**config.mk**
```make
export PLATFORM = sky130hd
export DESIGN_NAME = ext_bus_tx_fifo
export DESIGN_NICKNAME = d
export VERILOG_FILES = /design/src/rtl/ext_bus_tx_fifo.sv
export SDC_FILE = /design/constraint.sdc
export NUM_CORES = 1
export LEC_CHECK = 0
export CAP_MARGIN = 20
export CORE_UTILIZATION = 47
export CTS_CLUSTER_SIZE = 25
export DETAILED_ROUTE_END_ITERATION = 10
export PLACE_DENSITY = 0.69
export SETUP_SLACK_MARGIN = 0.1
export SYNTH_ARGS = -nofsm -noshare
export SYNTH_HDL_FRONTEND = slang
export SYNTH_SLANG_ARGS = --single-unit
```
**constraint.sdc**
```tcl
create_clock -name clk_clk -period 5.6 [get_ports clk_clk]
set_input_delay 1.4 -clock clk_clk [delete_from_list [all_inputs] [get_ports clk_clk]]
set_output_delay 1.4 -clock clk_clk [all_outputs]
set_load 0.02 [all_outputs]
```
**src/rtl/ext_bus_tx_fifo.sv**
```systemverilog
// External-bus slave that lets software queue 16-bit words into a TX FIFO and
// drains them to a valid/ready stream, with status/level/control registers and an IRQ.
module ext_bus_tx_fifo #(
    parameter int DEPTH = 16,
    parameter int LVL_W = $clog2(DEPTH) + 1
) (
    input  logic        clk_clk,
    input  logic        reset_reset,
    input  logic [10:0] bus_address,
    input  logic        bus_bus_enable,
    input  logic [1:0]  bus_byte_enable,
    input  logic        bus_rw,
    input  logic [15:0] bus_write_data,
    output logic [15:0] bus_read_data,
    output logic        bus_acknowledge,
    output logic        bus_irq,
    output logic [15:0] st_data,
    output logic        st_valid,
    input  logic        st_ready
);

    localparam int PTR_W = (DEPTH > 1) ? $clog2(DEPTH) : 1;
    localparam int CMP_W = (LVL_W > 8) ? LVL_W : 8;

    typedef enum logic [1:0] {
        S_IDLE = 2'd0,
        S_ACK  = 2'd1,
        S_WAIT = 2'd2
    } bus_state_t;

    bus_state_t state, state_nxt;

    logic [15:0]      mem [DEPTH];
    logic [PTR_W-1:0] wr_ptr, rd_ptr;
    logic [LVL_W-1:0] level;
    logic             ovf;
    logic             irq_en;
    logic [7:0]       thresh;

    logic [2:0]  reg_sel;
    logic        access, wr_en, push_req, push, pop, ovf_set, ovf_clr;
    logic        full, empty;
    logic [15:0] rd_mux;
    logic        unused_addr_bits;

    assign reg_sel          = bus_address[3:1];
    assign unused_addr_bits = ^{bus_address[10:4], bus_address[0]};

    // Side effects happen only on the IDLE-state edge, so a held enable acts once.
    assign access   = (state == S_IDLE) && bus_bus_enable;
    assign wr_en    = access && !bus_rw && (bus_byte_enable == 2'b11);
    assign push_req = wr_en && (reg_sel == 3'd0);
    assign ovf_clr  = wr_en && (reg_sel == 3'd1) && bus_write_data[2];

    assign full    = (level == LVL_W'(DEPTH));
    assign empty   = (level == '0);
    assign push    = push_req && !full;
    assign ovf_set = push_req && full;
    assign pop     = !empty && st_ready;

    assign st_valid        = !empty;
    assign st_data         = mem[rd_ptr];
    assign bus_acknowledge = (state == S_ACK);

    always_ff @(posedge clk_clk or posedge reset_reset) begin
        if (reset_reset) begin
            state <= S_IDLE;
        end else begin
            state <= state_nxt;
        end
    end

    always_comb begin
        state_nxt = state;
        case (state)
            S_IDLE:  if (bus_bus_enable) state_nxt = S_ACK;
            S_ACK:   state_nxt = bus_bus_enable ? S_WAIT : S_IDLE;
            S_WAIT:  if (!bus_bus_enable) state_nxt = S_IDLE;
            default: state_nxt = S_IDLE;
        endcase
    end

    always_comb begin
        rd_mux = '0;
        case (reg_sel)
            3'd1:    rd_mux = {13'h0, ovf, full, empty};
            3'd2:    rd_mux = {thresh, 7'h0, irq_en};
            3'd3:    rd_mux = 16'(level);
            default: rd_mux = '0;
        endcase
    end

    always_ff @(posedge clk_clk or posedge reset_reset) begin
        if (reset_reset) begin
            bus_read_data <= '0;
        end else if (access && bus_rw) begin
            bus_read_data <= rd_mux;
        end
    end

    always_ff @(posedge clk_clk or posedge reset_reset) begin
        if (reset_reset) begin
            irq_en <= 1'b0;
            thresh <= '0;
        end else if (wr_en && (reg_sel == 3'd2)) begin
            irq_en <= bus_write_data[0];
            thresh <= bus_write_data[15:8];
        end
    end

    // A fresh overflow beats a simultaneous software clear.
    always_ff @(posedge clk_clk or posedge reset_reset) begin
        if (reset_reset) begin
            ovf <= 1'b0;
        end else if (ovf_set) begin
            ovf <= 1'b1;
        end else if (ovf_clr) begin
            ovf <= 1'b0;
        end
    end

    always_ff @(posedge clk_clk or posedge reset_reset) begin
        if (reset_reset) begin
            wr_ptr <= '0;
            rd_ptr <= '0;
            level  <= '0;
        end else begin
            if (push) wr_ptr <= wr_ptr + PTR_W'(1);
            if (pop)  rd_ptr <= rd_ptr + PTR_W'(1);
            case ({push, pop})
                2'b10:   level <= level + LVL_W'(1);
                2'b01:   level <= level - LVL_W'(1);
                default: level <= level;
            endcase
        end
    end

    always_ff @(posedge clk_clk) begin
        if (push) mem[wr_ptr] <= bus_write_data;
    end

    always_ff @(posedge clk_clk or posedge reset_reset) begin
        if (reset_reset) begin
            bus_irq <= 1'b0;
        end else begin
            bus_irq <= irq_en && ((CMP_W'(level) <= CMP_W'(thresh)) || ovf);
        end
    end

endmodule

```
==> metrics.md <==
| Metric | Value |
|---|---|
| Worst hold-check path type | flop to flop |
| EDFF count, synth | 256 |
| Root buf cell | clkbuf_16 |
| Gate power share | 25.3% |
| Clock power frac | 31.8% |
| Port buffer count | 57 |
| CP Capture Type | primary output |
| Post-synthesis sequential area ratio | 73.2% |
| Die area | 25800 sq um |
| Mapped Area | 11800 sq um |
| Drt first pass iters | 4 |
| Kind of critical path | flop to primary output |
| Worst-path cell chain | buf_4, mux4_2, mux4_2, clkdlybuf4s50_1 |
| Worst r2r src | level[1]$_DFFE_PP0P_ |
| Clock skew | 0.0232 ns |
| Syn Area/Cell | 20.7 sq um |
| WL met2 | 11600 microns |
| RSZ-0062 raised after global routing | no |
| Setup Buffers After CTS | 0 |
| Synth unique cells | 48 |
| # IOs | 69 |
| Top sig layer | met4 |
| Cts hold-fix bufs | 0 |
| M1 wire length | 9980 microns |
| Worst VDD drop | 0.281 mV |
| Reg clk slew, reported paths | 0.06 ns |
| Worst Setup SP | rd_ptr[0]$_DFFE_PP0P_ |
| Outcome | complete, no violations |
| Final Hold Viols | 0 |
| CTS buffer count | 29 |
| WL met3 | 1290 microns |
| Die X-Extent | 161 microns |
| Worst-Margin Slew | 1.10 ns |
| CTS tree | yes |
| Share of flip-flops with an asynchronous set or reset | 13.2% |
| Int Power | 0.00456 W |
| FILL cells | 1825 |
| GP Congestion | 0.758 |
| Cell mode on critical path | mux4_2 |
| Vias | 5598 |
| First-pass GRT wire length | 35500 microns |
| Area of the core | 24500 sq um |
| Switching Share | 27.2% |
| Vias in the first global route | 5887 |
| CP required | 4.20 ns |
| Starting density of the core | 48.3% |
| Post_cts resized | 0 |
| Final WL | 23200 microns |
| Worst path arrival time | 3.30 ns |
| Slew Viols, Final | 0 |
| Detailed placement HPWL | 13300 microns |
| Share of power burned in registers | 42.9% |
| DR WL/cell | 23.3 microns |
| Net Switching | 0.00170 W |
| Min Tclk post-route | 4.70 ns |
| Post-DRT Antenna Nets | 0 |
| Power per cell area | 455 nW/um^2 |
| Slowest stage delay, CP | 0.68 ns |
| Ant diodes | 0 |
| Synth warn | 0 |
| Startpoint types | flop |
| Total power | 0.00626 W |
| Fmax | 213 MHz |
| Leakage | 4.63 nW |
| Cell Rows | 57 |
| Total gr overflow | 0 |
| MaxCap Viol Count | 0 |
| Layout area overhead | 16.4% |
| Final setup fails | 0 |
| CTS sink cnt | 295 |
| CP max-delay cell | dfrtp_4 |
| Top_reg_cell synth | edfxtp_1 |
| Tcrit/Tclk final | 83.9% |
| Die Ht | 161 microns |
| DR DRC count | 0 |
| GRT Total Usage | 18.6% |
| Max transition margin | 26.8% |
| Fin nets | 699 |
| Worst Hold Launch | bus_read_data[0]$_DFFE_PP0P_ |
| Yosys reg bits | 295 |
| Crit-path max FO | 20 |
| Layout cell share with drive strength beyond 1 | 21.8% |
| Synthesized instance count | 572 |
| Setup TNS | 0 ns |
| Clock tree buffer depth | 3 |
| # H-tree levels | 1 |
| Initial antenna violation count | 0 |
| Avg Vias per Cell | 5.60 |
| DRT iter0 DRCs | 394 |
| Skew-Pair Late Insertion Delay | 0.56 ns |
| Pin count of the biggest net entering global routing | 40 |
==> path summary, 6_finish.rpt <==
path                                           endpoint  slack [ns]  cells after the start
setup / recovery                            st_data[14]        0.90                      4
hold / removal             bus_read_data[0]$_DFFE_PP0P_        0.49                      2
setup reg to reg                   level[4]$_DFFE_PP0P_        2.53                     12
hold reg to reg            bus_read_data[0]$_DFFE_PP0P_        0.49                      2
max in group asynchronous         rd_ptr[0]$_DFFE_PP0P_        3.95                      3
min in group asynchronous          state[1]$_DFFE_PP0P_        1.27                      3
==> power by group through the flow <==
stage	registers, W	logic, W	clock network [W]
2_1_floorplan	0.00255	0.00131	0
3_3_place_gp	0.00273	0.00157	0
3_5_place_dp	0.00274	0.00160	0
4_1_cts	0.00269	0.00161	0.00202
5_1_grt	0.00271	0.00170	0.00210
6_report	0.00269	0.00158	0.00199
==> cell type report <==
cell class | instances | area, sq um | share of cell area [%]
clock buffer | 32 | 737 | 5.35
clock inverter | 22 | 253 | 1.83
inverter | 11 | 41.3 | 0.300
multi-input combinational | 237 | 2920 | 21.2
sequential | 295 | 8670 | 62.9
tap | 324 | 405 | 2.94
timing repair buffer | 78 | 753 | 5.47
==> synth_stat cells, types with 2 or more instances <==
library cell | number | area (sq um)
o31ai_1 | 3 | 22.5
dlygate4sd1_1 | 2 | 17.5
nor2_1 | 4 | 15.0
ha_1 | 13 | 163
nand4_1 | 2 | 12.5
nor2b_1 | 7 | 43.8
o21ai_0 | 19 | 95.1
mux2_1 | 2 | 22.5
dfrtp_1 | 39 | 976
nor3_1 | 3 | 15.0
mux2_2 | 5 | 56.3
nand3_1 | 2 | 10.0
xor2_1 | 5 | 43.8
buf_2 | 9 | 45.0
buf_12 | 3 | 60.1
clkbuf_1 | 6 | 22.5
nand2_1 | 35 | 131
a31oi_1 | 4 | 25.0
mux4_2 | 67 | 1510
and2_1 | 10 | 62.6
edfxtp_1 | 256 | 7690
a21oi_1 | 5 | 25.0
o21a_1 | 2 | 15.0
nor3b_1 | 4 | 30.0
and4_1 | 4 | 35.0
clkbuf_4 | 3 | 22.5
inv_1 | 11 | 41.3
buf_4 | 6 | 45.0
mux4_1 | 13 | 342
xnor2_1 | 7 | 61.3
nand2b_1 | 4 | 25.0
==> worst max-delay path, delay by kind of cell, from the launching register on <==
kind,cells,cell delay [ns]
flops,1,0.68
mux,2,1.07
buf+inv,2,0.99
==> metrics by stage <==
step / cell area [sq um] / hold slack [ns] / cells / setup WS, ns / utilization [%]
floorplan: 11800 / 0.451 / 574 / 1.61 / -
global placement: 12800 / 0.466 / 945 / 1.21 / 52.1
detailed placement: 12800 / 0.467 / 945 / 1.07 / 52.1
CTS: 13800 / 0.494 / 999 / 0.841 / 56.2
global route: 13800 / 0.511 / 999 / 0.748 / 56.2
finish: 13800 / 0.492 / 999 / 0.903 / 56.2
==> flip-flops by register name (all words and copies together) (netlist names), 2 cells and up <==
name	flops
mem	256
bus_read_data	13
thresh	8
level	5
rd_ptr	4
wr_ptr	4
state	2
==> per-layer routing <==
layer / up-vias / global-route usage (%)
met4: 0 / 3.90
li1: 2492 / -
met2: 173 / 31.0
met3: 27 / 2.66
met1: 2906 / 26.3
met5: - / 0
==> cells in the final DEF, fill, tap and decap left out, types with 2 or more instances in the layout <==
master / n
edfxtp_1: 256
mux4_2: 67
clkdlybuf4s50_1: 57
dfrtp_1: 37
nand2_1: 35
clkbuf_16: 29
o21ai_0: 19
buf_4: 19
mux4_1: 13
ha_1: 13
inv_1: 11
and2_1: 10
nor2b_1: 7
xnor2_1: 7
clkinv_2: 6
clkinv_1: 6
nor3b_2: 5
mux2_2: 5
a21oi_1: 5
xor2_1: 5
bufinv_16: 5
nor2_1: 4
nand2b_1: 4
and4_1: 4
a31oi_1: 4
clkinvlp_4: 4
o31ai_1: 3
nor3_1: 3
conb_1: 3
clkbuf_1: 3
mux2_1: 2
nand3_1: 2
o21a_1: 2
nand4_1: 2
buf_12: 2
==> cell families (layout without fill, tap and decap cells) <==
group / count (synthesis) / in the layout / share of synthesized area [%]
AND/OR/NAND/NOR: 83 / 83 / 3.86
AO/OA/AOI/OAI: 38 / 38 / 1.91
XOR/XNOR: 12 / 12 / 0.888
adder cells (fa/ha/maj): 13 / 13 / 1.37
multiplexers: 88 / 88 / 16.4
other: 1 / 3 / 0.0317
flip-flops: 295 / 295 / 73.2
buffers and inverters: 42 / 143 / 2.37
Power figures use the tool's default switching activity.
==> RTL edit 1 (same settings) <==
`DEPTH`: 16 -> 32.
--- a/src/rtl/ext_bus_tx_fifo.sv
+++ b/src/rtl/ext_bus_tx_fifo.sv
@@ -1,7 +1,7 @@
 // External-bus slave that lets software queue 16-bit words into a TX FIFO and
 // drains them to a valid/ready stream, with status/level/control registers and an IRQ.
 module ext_bus_tx_fifo #(
-    parameter int DEPTH = 16,
+    parameter int DEPTH = 32,
     parameter int LVL_W = $clog2(DEPTH) + 1
 ) (
     input  logic        clk_clk,
Check against the original RTL: same outputs for any inputs over 4 cycles, from zero or initial values and one cycle with reset_reset high; that may be too few to reach the edited logic, so the function may still have changed.
==> RTL edit 1 against the unedited design <==
- core utilization fell by 0.71 points
- highest routed layer unchanged
- setup slack got worse by 300 ps
- count of clock-buffer cells in the layout rose by 35
- global-route usage rose by 1.6 points
- power rose by 88%
- wire length rose by 100%
- combinational power rose by 110%
- fmax fell by 6.1%
- final area rose by 84%
- critical endpoint unchanged
- sequential cell count rose by 260
- synthesized cell count rose by 110%
- area after synthesis rose by 86%
==> RTL edit 1: results (changes against the unedited design) <==
| Metric | Value |
|---|---|
| Number of detailed-route iterations in the first pass | 5 (+1) |
| Biggest regs | mem: 512 flops, bus_read_data: 14 flops, thresh: 8 flops |
| Synthesized flop and latch total | 555 (+88%) |
| Routed met3 length | 2.71 mm (+110%) |
| Pint | 8180 µW (+79%) |
| Outcome | finished clean |
| Met2 WL | 22.3 mm (+93%) |
| First-pass GRT wire length | 70.6 mm (+99%) |
| Pre-CTS setup slack | 1040 ps (-22.8 ps) |
| Clk pwr share | 0.309 (-0.009) |
| CP Max Fanout | 37 (+85%) |
| Layout non-clock buf frac | 0.0464 (-0.00823) |
| Largest net degree at the start of global routing | 52 (+30%) |
| Worst vdd ir | 268 µV (-4.7%) |
| Multi-input gate count | 549 (+130%) |
| Setup Skew | 12.6 ps (-10.6 ps) |
| Clk Latency, worst-skew pair | 600 ps (+40 ps) |
| Cells after synthesis | 1193 (+110%) |
| Library cells used by synthesis | 55 (+15%) |
| GP Congestion | 0.794 (+4.9%) |
| DPL Wire Length | 28.6 mm (+110%) |
| Fillers | 3444 (+89%) |
| Main area contributors after synthesis | edfxtp_1 70%, mux4_2 6.6%, dfrtp_1 4.9%, mux2i_1 4.4%, a22oi_1 2.2% |
| Vias per cell | 5.81 (+3.6%) |
| Htree depth | 2 (+1) |
| Adder-cell area share of the yosys netlist | 0.00797 (-0.00577) |
| Pwr Density | 463 nW/µm² (+1.8%) |
| Initial DRC Count | 986 (+150%) |
| Synth top cells by count | 512 x edfxtp_1, 97 x mux2i_1, 65 x a22oi_1 |
| NumNets Final | 1350 (+93%) |
| Post-synthesis sequential area ratio | 0.749 (+0.0170) |
| Number of non-clock inverters | 16 (+5) |
| FFs w/ async S/R, synth | 0.0775 (-0.0547) |
| Share of cells above drive strength 1 | 0.198 (-0.0202) |
[RTL edit 1: path summary, 6_finish.rpt]
check | endpoint | slack, ps | from | cells past startpoint
setup reg to reg | level[5]$_DFFE_PP0P_ | 2490 | state[1]$_DFFE_PP0P_ | 9
max in group asynchronous | rd_ptr[1]$_DFFE_PP0P_ | 3610 | reset_reset | 2
hold / removal | bus_read_data[5]$_DFFE_PP0P_ | 500 | bus_read_data[5]$_DFFE_PP0P_ | 2
setup / recovery | st_data[14] | 600 | rd_ptr[0]$_DFFE_PP0P_ | 5
min in group asynchronous | state[1]$_DFFE_PP0P_ | 1320 | reset_reset | 2
hold reg to reg | bus_read_data[5]$_DFFE_PP0P_ | 500 | bus_read_data[5]$_DFFE_PP0P_ | 2
[RTL edit 1: critical path, cell delays in order, from the launching register on]
cell and delay, ps:
dfrtp_4 820, buf_12 350, mux4_2 530, a22oi_1 370, nand4_1 280, clkdlybuf4s50_1 620
==> RTL edit 2 (same settings) <==
Made on the original files. Remove the register `bus_irq`: a continuous assignment takes its place, so the output `bus_irq` follows one clock earlier.
--- a/src/rtl/ext_bus_tx_fifo.sv
+++ b/src/rtl/ext_bus_tx_fifo.sv
@@ -139,13 +139,7 @@
         if (push) mem[wr_ptr] <= bus_write_data;
     end
 
-    always_ff @(posedge clk_clk or posedge reset_reset) begin
-        if (reset_reset) begin
-            bus_irq <= 1'b0;
-        end else begin
-            bus_irq <= irq_en && ((CMP_W'(level) <= CMP_W'(thresh)) || ovf);
-        end
-    end
+    assign bus_irq = irq_en && ((CMP_W'(level) <= CMP_W'(thresh)) || ovf);
 
 endmodule
 
Behaviour: not the same (Yosys sat finds a counterexample within 4 cycles, from zero or initial values and one cycle with reset_reset high).
==> RTL edit 2 against the unedited design <==
- sequential cell count is 1 lower
- area after synthesis is 0.21% lower
- wire length is 1.2% higher
- power is 1.3% lower
- via count is 2.3% higher
- non-clock buffer count is 3 higher
- first-iteration DRC count is 28% higher
- core utilization is 0.092 points lower
- final area is 0.45% lower
- setup slack worse by 150 ps
==> RTL edit 2: results (changes against the unedited design) <==
| Metric | Value |
|---|---|
| Vias in the first global route | 5997 (+1.9%) |
| Vias per cell | 5.76 (+2.8%) |
| WP data arrival | 3440 ps (+140 ps) |
| FFs w/ async S/R, synth | 0.129 (-0.00295) |
| Worst vdd ir | 223 µV (-21%) |
| Worst Hold Class | reg2reg |
| WL met1 | 9.80 mm (-1.8%) |
| GR Layer Usage met1 | 0.263 (-0.000882) |
| Dominant synthesized flop cell | edfxtp_1 |
| Pleak | 0.00460 µW (-0.64%) |
| Largest net degree at the start of global routing | 68 (+70%) |
| Post-synth EDFFs | 256 (unchanged) |
| CTS max path bufs | 3 (unchanged) |
| Number of detailed-route iterations in the first pass | 5 (+1) |
| Clk Latency, worst-skew pair | 530 ps (-30 ps) |
| Reg2reg start | level[1]$_DFFE_PP0P_ |
| Share of cells above drive strength 1 | 0.210 (-0.00733) |
| Hold_sp | state[1]$_DFFE_PP0P_ |
| Antenna cells | 0 (unchanged) |
| CP startpoint | rd_ptr[0]$_DFFE_PP0P_ |
| Gr usage total | 0.191 (+0.00491) |
| Antenna violations before repair | 0 (unchanged) |
| Outcome | finished clean |
| GP Congestion | 0.783 (+3.4%) |
| Met2 WL | 11.9 mm (+2.4%) |
| Setup Skew | 9.34 ps (-13.8 ps) |
| Routed met3 length | 1.35 mm (+4.9%) |
| CP Max Fanout | 36 (+80%) |
| Yosys warns | 0 (unchanged) |
| IO buf count | 57 (unchanged) |
| Initial DRC Count | 504 (+28%) |
| Biggest regs | mem: 256 flops, bus_read_data: 13 flops, thresh: 8 flops |
| NumNets Final | 701 (+0.29%) |
| GRT met3 Usage | 0.0294 (+0.00284) |
| Synth top cells by count | 256 x edfxtp_1, 67 x mux4_2, 38 x dfrtp_1 |
| Avg WL per Cell | 23.7 µm (+1.7%) |
| Post-synthesis sequential area ratio | 0.731 (about the same) |
| First-pass GRT wire length | 36.4 mm (+2.4%) |
| Clock network power | 1920 µW (-4%) |
| Sequential power | 2640 µW (-2%) |
| Most common cell after layout, fill and taps aside | edfxtp_1 |
| Root Buffer | clkbuf_16 |
| Worst Tran Pin Value | 1110 ps (+9.43 ps) |
| Pint | 4530 µW (-0.76%) |
| Max stage delay on crit path | 870 ps (+190 ps) |
| Main area contributors after synthesis | edfxtp_1 65%, mux4_2 13%, dfrtp_1 8.0%, mux4_1 2.9%, ha_1 1.4% |
| DIE AREA | 25800 µm² (-0.21%) |
| TritonCTS buffer count | 29 (unchanged) |
| Uppermost layer routed | met4 |
| Post-cts resize count | 0 (unchanged) |
| Global Route met2 Usage | 0.320 (+0.0102) |
| DPL Wire Length | 13.8 mm (+3.5%) |
| Library cells used by synthesis | 48 (unchanged) |
RTL edit 2: cell types whose count changed after synthesis:
| cell | unedited run | this run |
|---|---|---|
| dfrtp_1 | 39 | 38 |
RTL edit 2: worst paths after layout:
path / endpoint / slack [ps] / cells past startpoint
setup / recovery: st_data[7] / 760 / 4
hold / removal: state[0]$_DFFE_PP0P_ / 490 / 1
setup reg to reg: level[4]$_DFFE_PP0P_ / 2440 / 12
hold reg to reg: state[0]$_DFFE_PP0P_ / 490 / 1
max in group asynchronous: rd_ptr[0]$_DFFE_PP0P_ / 3960 / 3
min in group asynchronous: state[0]$_DFFE_PP0P_ / 1270 / 3
RTL edit 2: cell families after synthesis:
family | share of synthesized area
xor gates and xnor gates | 0.00890
and+or+nand+nor | 0.0387
other | 0.000317
muxes | 0.164
buffers and inverters | 0.0237
adders and majority gates | 0.0138
DFF | 0.731
AOI/OAI and AO/OA | 0.0192
RTL edit 2: area by class of cell:
| type | instances | area (µm²) |
|---|---|---|
| multi-input combinational | 237 | 2920 |
| clock inverter | 12 | 181 |
| timing repair buffer | 81 | 776 |
| fill | 1819 | 10700 |
| clock buffer | 35 | 748 |
| sequential | 294 | 8640 |
| inverter | 11 | 41.3 |
| tap | 324 | 405 |
RTL edit 2: critical path: cells and delay by family, from the launching register on:
kind / cells / cell delay [ps]
muxes: 2 / 1040
buffers and inverters: 2 / 960
DFF: 1 / 870
RTL edit 2: metrics by stage:
| stage | total power, µW | std cells | setup slack, ps | area (µm²) |
|---|---|---|---|---|
| global placement | 4300 | 947 | 1200 | 12800 |
| global route | 6440 | 994 | 570 | 13700 |
| CTS | 6250 | 994 | 683 | 13700 |
| floorplan | 3850 | 573 | 1610 | 11800 |
| finish | 6180 | 994 | 757 | 13700 |
| detailed placement | 4330 | 947 | 1040 | 12800 |
